**src/rtl/fetch_unit.sv**
```systemverilog
// Instruction fetch stage: owns the PC, keeps one imem read in flight and
// parks the returned word in a one-entry IF/ID register for decode.
module fetch_unit #(
    parameter logic [31:0] RESET_PC = 32'h0000_0000,
    parameter logic [31:0] NOP_INST = 32'h0000_0013
) (
    input  logic        clk,
    input  logic        rst_n,
    output logic        imem_req_valid,
    input  logic        imem_req_ready,
    output logic [31:0] imem_req_addr,
    input  logic        imem_rsp_valid,
    input  logic [31:0] imem_rsp_data,
    input  logic        redirect_valid,
    input  logic [31:0] redirect_pc,
    output logic        inst_valid,
    input  logic        inst_ready,
    output logic [31:0] inst_out,
    output logic [31:0] pc_out
);

    typedef enum logic {
        S_REQ  = 1'b0,
        S_WAIT = 1'b1
    } state_t;

    state_t      state;
    state_t      state_n;
    logic [31:0] pc;
    logic [31:0] pc_n;
    logic        kill;
    logic        kill_n;
    logic        valid_n;
    logic [31:0] inst_n;
    logic [31:0] pc_out_n;

    logic        req_fire;
    logic        rsp_take;
    logic        fill;
    logic        outstanding;

    // Only ask for a word when the slot is free by the time it returns.
    assign imem_req_valid = rst_n & (state == S_REQ) &
                            (~inst_valid | inst_ready);
    assign imem_req_addr  = pc;

    assign req_fire    = imem_req_valid & imem_req_ready;
    assign rsp_take    = (state == S_WAIT) & imem_rsp_valid;
    assign fill        = rsp_take & ~kill;
    assign outstanding = ((state == S_WAIT) & ~imem_rsp_valid) | req_fire;

    always_comb begin
        state_n  = state;
        pc_n     = pc;
        kill_n   = kill;
        valid_n  = inst_valid;
        inst_n   = inst_out;
        pc_out_n = pc_out;

        if (redirect_valid) begin
            pc_n    = redirect_pc & ~32'h0000_0003;
            valid_n = 1'b0;
            inst_n  = NOP_INST;
            // A read still in flight must be discarded when it lands.
            state_n = outstanding ? S_WAIT : S_REQ;
            kill_n  = outstanding;
        end else begin
            unique case (state)
                S_REQ: begin
                    if (req_fire) begin
                        state_n = S_WAIT;
                    end
                end
                S_WAIT: begin
                    if (imem_rsp_valid) begin
                        state_n = S_REQ;
                        kill_n  = 1'b0;
                    end
                end
            endcase

            if (fill) begin
                valid_n  = 1'b1;
                inst_n   = imem_rsp_data;
                pc_out_n = pc;
                pc_n     = pc + 32'd4;
            end else if (inst_valid && inst_ready) begin
                valid_n = 1'b0;
                inst_n  = NOP_INST;
            end
        end
    end

    always_ff @(posedge clk) begin
        if (!rst_n) begin
            state      <= S_REQ;
            pc         <= RESET_PC;
            kill       <= 1'b0;
            inst_valid <= 1'b0;
            inst_out   <= NOP_INST;
            pc_out     <= RESET_PC;
        end else begin
            state      <= state_n;
            pc         <= pc_n;
            kill       <= kill_n;
            inst_valid <= valid_n;
            inst_out   <= inst_n;
            pc_out     <= pc_out_n;
        end
    end

endmodule

```
**config.mk**
```make
export PLATFORM = sky130hd
export DESIGN_NAME = fetch_unit
export DESIGN_NICKNAME = d
export VERILOG_FILES = /design/src/rtl/fetch_unit.sv
export SDC_FILE = /design/constraint.sdc
export NUM_CORES = 1
export LEC_CHECK = 0
export CAP_MARGIN = 20
export CORE_AREA = 2 2 102 104
export DETAILED_ROUTE_END_ITERATION = 12
export DIE_AREA = 0 0 104 106
export HOLD_SLACK_MARGIN = 0.02
export PLACE_DENSITY_LB_ADDON = 0.15
export SLEW_MARGIN = 15
export SYNTH_ARGS = -nofsm -noshare
export SYNTH_HDL_FRONTEND = slang
export SYNTH_SLANG_ARGS = --single-unit
```
**constraint.sdc**
```tcl
create_clock -name clk -period 2.1 [get_ports clk]
set_input_delay 0.42 -clock clk [delete_from_list [all_inputs] [get_ports clk]]
set_output_delay 0.42 -clock clk [all_outputs]
set_load 0.01 [all_outputs]
```
==> impl_metrics.csv <==
group,metric,value,unit
run_status,outcome,"complete, no violations",
cells_and_area,fin_nets,745,
placement,dpl_worst_slack,-0.1746,ns
yosys,ys_async_sr_fraction,0,%
cells_and_area,seq_area,0.001902,sq mm
grt,grt.busiest_layer,"met2",
grt,grtUsageMet1,29.22,%
clocking,cts.htree.levels,3,
clocking,path_clk_slew,0.09,ns
drt,ant_nets,0,
pwr,p_sw_share,25.78,%
timing,setup_tns,0,ns
clocking,clock-sinks,95,
grt,antenna_found_initial,0,
cells_and_area,drive_gt1_share,8.984,%
timing,fmax,0.5211,GHz
floorplanning,start_util,41.32,%
cells_and_area,final_area,0.006289,sq mm
cells_and_area,antenna_cells_inserted,0,
grt,met3_usage,5.150,%
pwr,peakVddDrop,0.0004128,V
timing,max_slew.worst_pin.slew,0.7669,ns
drt,wl_per_cell,15.57,microns
run,cap_violations,0,
placement,dpl_cell_area,0.006090,sq mm
pwr,seqPwrFrac,51.5,%
drt,wl,12.69,mm
timing,setup_ws,0.1810,ns
floorplanning,coreArea,0.01000,sq mm
cells_and_area,post-route-util,62.89,%
drt,vias_per_cell,5.333,
timing,hold_viol,0,
clocking,cts_tree,"built",
floorplanning,fp.dieArea,0.01102,sq mm
pwr,finalPower,3.746,mW
yosys,yosys.area_share.simple,25.62,%
setup_path,cp.required,1.68,ns
timing,finalCriticalPeriod,1.919,ns
grt,grt_pass1_vias,4220,
setup_path,cp_slowest_cell,"clkdlybuf4s50_1",
yosys,yosysSeqAreaShare,46.03,%
clocking,root_buffer,"clkbuf_8",
worst_hold_path,hold_class,"flip-flop to flip-flop",
pwr,clkPwrFrac,32.7,%
timing,min_period_over_period,91.38,%
pwr,p_sw,0.9657,mW
placement,dp_hpwl,9.355,mm
placement,place_congestion,0.8475,
yosys,synth_compound_area_share,20.99,%
pwr,leakagePower,2.126,nW
yosys,synth_edf_count,0,
yosys,synth_ff_type,"dfxtp_1",
cells_and_area,final_cell_mix,"clkdlybuf4s50_1 (160), dfxtp_1 (95), nand2_1 (84)",
yosys,synthAdderAreaFrac,0.3028,%
yosys,netlist_area,0.004131,sq mm
floorplanning,die_x,104,microns
timing,slew_headroom,48.76,%
setup_path,worst-setup-path-type,"input port to output pin",
yosys,synth_warnings,0,
clocking,cts_made_buffers,9,
drt,drtIter0Drc,160,
setup_path,critPathMaxStageDelay,0.48,ns
clocking,postCtsSetupRepairBufs,0,
yosys,synthXorXnorAreaFrac,1.696,%
grt,grt-ovfl-total,0,
setup_path,crit_path_end_kind,"output pin",
clocking,cts_resized,1,
setup_path,path_max_fanout,2,
floorplanning,fp.dieH,106,microns
drt,vias,4346,
drt,drc,0,
timing,finalClockSkew,0.007200,ns
yosys,synth.area.mux_share,0.2423,%
timing,maxSlewViolCount,0,
placement,portBuffers,161,
floorplanning,ioPinCount,168,
floorplanning,rows,37,
setup_path,arrival,1.50,ns
setup_path,critPathLaunchType,"input port",
pwr,power_frac_comb,15.8,%
clocking,clock_path_buffers,2,
timing,rsz0062_at_grt,"no",
grt,grtUsageTotal,23.18,%
setup_path,crit_chain,"clkdlybuf4s50_1 -> clkinv_1 -> nor3_1 -> dlygate4sd2_1",
yosys,ys_ff_latch,95,
pwr,power_density,595.7,mW/mm^2
clocking,insertion_delay,0.36,ns
clocking,hold_buffers,0,
yosys,ys_types,57,
yosys,synth_cells,499,
pwr,p_int,2.781,mW
grt,grt_start_max_net_pins,31,
cells_and_area,fillers,930,
grt,met2_usage,39.38,%
cells_and_area,final_common_cell,"clkdlybuf4s50_1",
cells_and_area,area_growth,52.21,%
drt,dr.pass1.iters,9,
grt,grt_first_pass_wirelength,20.84,mm
timing,setup_viol,0,
cells_and_area,multi_input_area,0.002059,sq mm
yosys,synth_top_family_by_area,"simple AND/OR/NAND/NOR gates",
yosys,avgSynthCellArea,8.279,sq um
## sequential cells by signal, indices dropped and copies added, names as in the netlist
| register | flops |
|---|---|
| pc_out | 30 |
| inst_out | 32 |
| imem_req_addr | 30 |
| state | 1 |
| inst_valid | 1 |
| kill | 1 |
## critical path: cells and delay by family
| kind | cells | cell delay (ns) |
|---|---|---|
| and+or+nand+nor | 1 | 0.19 |
| buffers and inverters | 3 | 0.88 |
## metal layers
metal | up-vias | share of wire, %
met3 | 15 | 5.8
met2 | 130 | 49
met4 | 0 | 1.6
li1 | 2154 | -
met1 | 2047 | 44
met5 | - | 0
## cell families after synthesis
kind of cell,Yosys count
DFF,95
muxes,1
AOI/OAI and AO/OA,134
xor gates and xnor gates,8
other,1
buffers and inverters,47
adders and majority gates,1
and+or+nand+nor,212
## power groups by stage
| stage | Combinational [mW] | Clock (mW) | Sequential [mW] |
|---|---|---|---|
| detailed placement | 0.593 | 0 | 1.97 |
| CTS | 0.594 | 1.27 | 1.93 |
| global placement | 0.580 | 0 | 1.97 |
| global route | 0.638 | 1.33 | 1.94 |
| finish | 0.590 | 1.23 | 1.93 |
| floorplan | 0.203 | 0 | 2.00 |
## cells in the mapped netlist, drive strengths merged (4+ instances only)
library cell / instances / area, sq um
o31ai: 10 / 75.07
a22oi: 30 / 225.2
nor2: 47 / 176.4
buf: 15 / 86.33
nand3: 12 / 72.57
xor2: 4 / 35.03
nand2: 84 / 315.3
clkbuf: 27 / 102.6
a31oi: 13 / 81.33
a21oi: 36 / 180.2
o211ai: 4 / 30.03
and2: 5 / 31.28
dfxtp: 95 / 1902
xnor2: 4 / 35.03
o22ai: 4 / 25.02
or4: 16 / 120.1
or3: 6 / 37.54
nand4: 15 / 100.1
inv: 4 / 15.01
a311oi: 5 / 43.79
o21ai: 18 / 90.09
and3: 5 / 31.28
## final timing paths
kind / end / slack (ns) / cells past startpoint / start
worst max-delay path: imem_req_valid / 0.18 / 4 / rst_n
worst min-delay path: pc_out[24]$_SDFFE_PN0P_ / 0.46 / 2 / pc_out[24]$_SDFFE_PN0P_
worst max register to register: imem_req_addr[24]$_SDFFE_PN0P_ / 0.19 / 4 / imem_req_addr[15]$_SDFFE_PN0P_
worst min register to register: pc_out[24]$_SDFFE_PN0P_ / 0.46 / 2 / pc_out[24]$_SDFFE_PN0P_
## layout make-up
type / count / share of cell area, %
clock buffer: 12 / 2.308
clock inverter: 4 / 0.8754
timing repair buffer: 203 / 30.82
multi-input combinational: 360 / 32.75
inverter: 5 / 0.2984
sequential: 95 / 30.24
tap: 136 / 2.706
## stage by stage
| step | instances | hold slack, ns |
|---|---|---|
| 6_report | 815 | 0.4560 |
| 5_1_grt | 815 | 0.4866 |
| 4_1_cts | 815 | 0.4586 |
| 3_5_place_dp | 799 | 0.4460 |
| 3_3_place_gp | 799 | 0.4408 |
| 2_1_floorplan | 502 | 0.4805 |
Note: power is estimated with default switching activity, not from simulation.
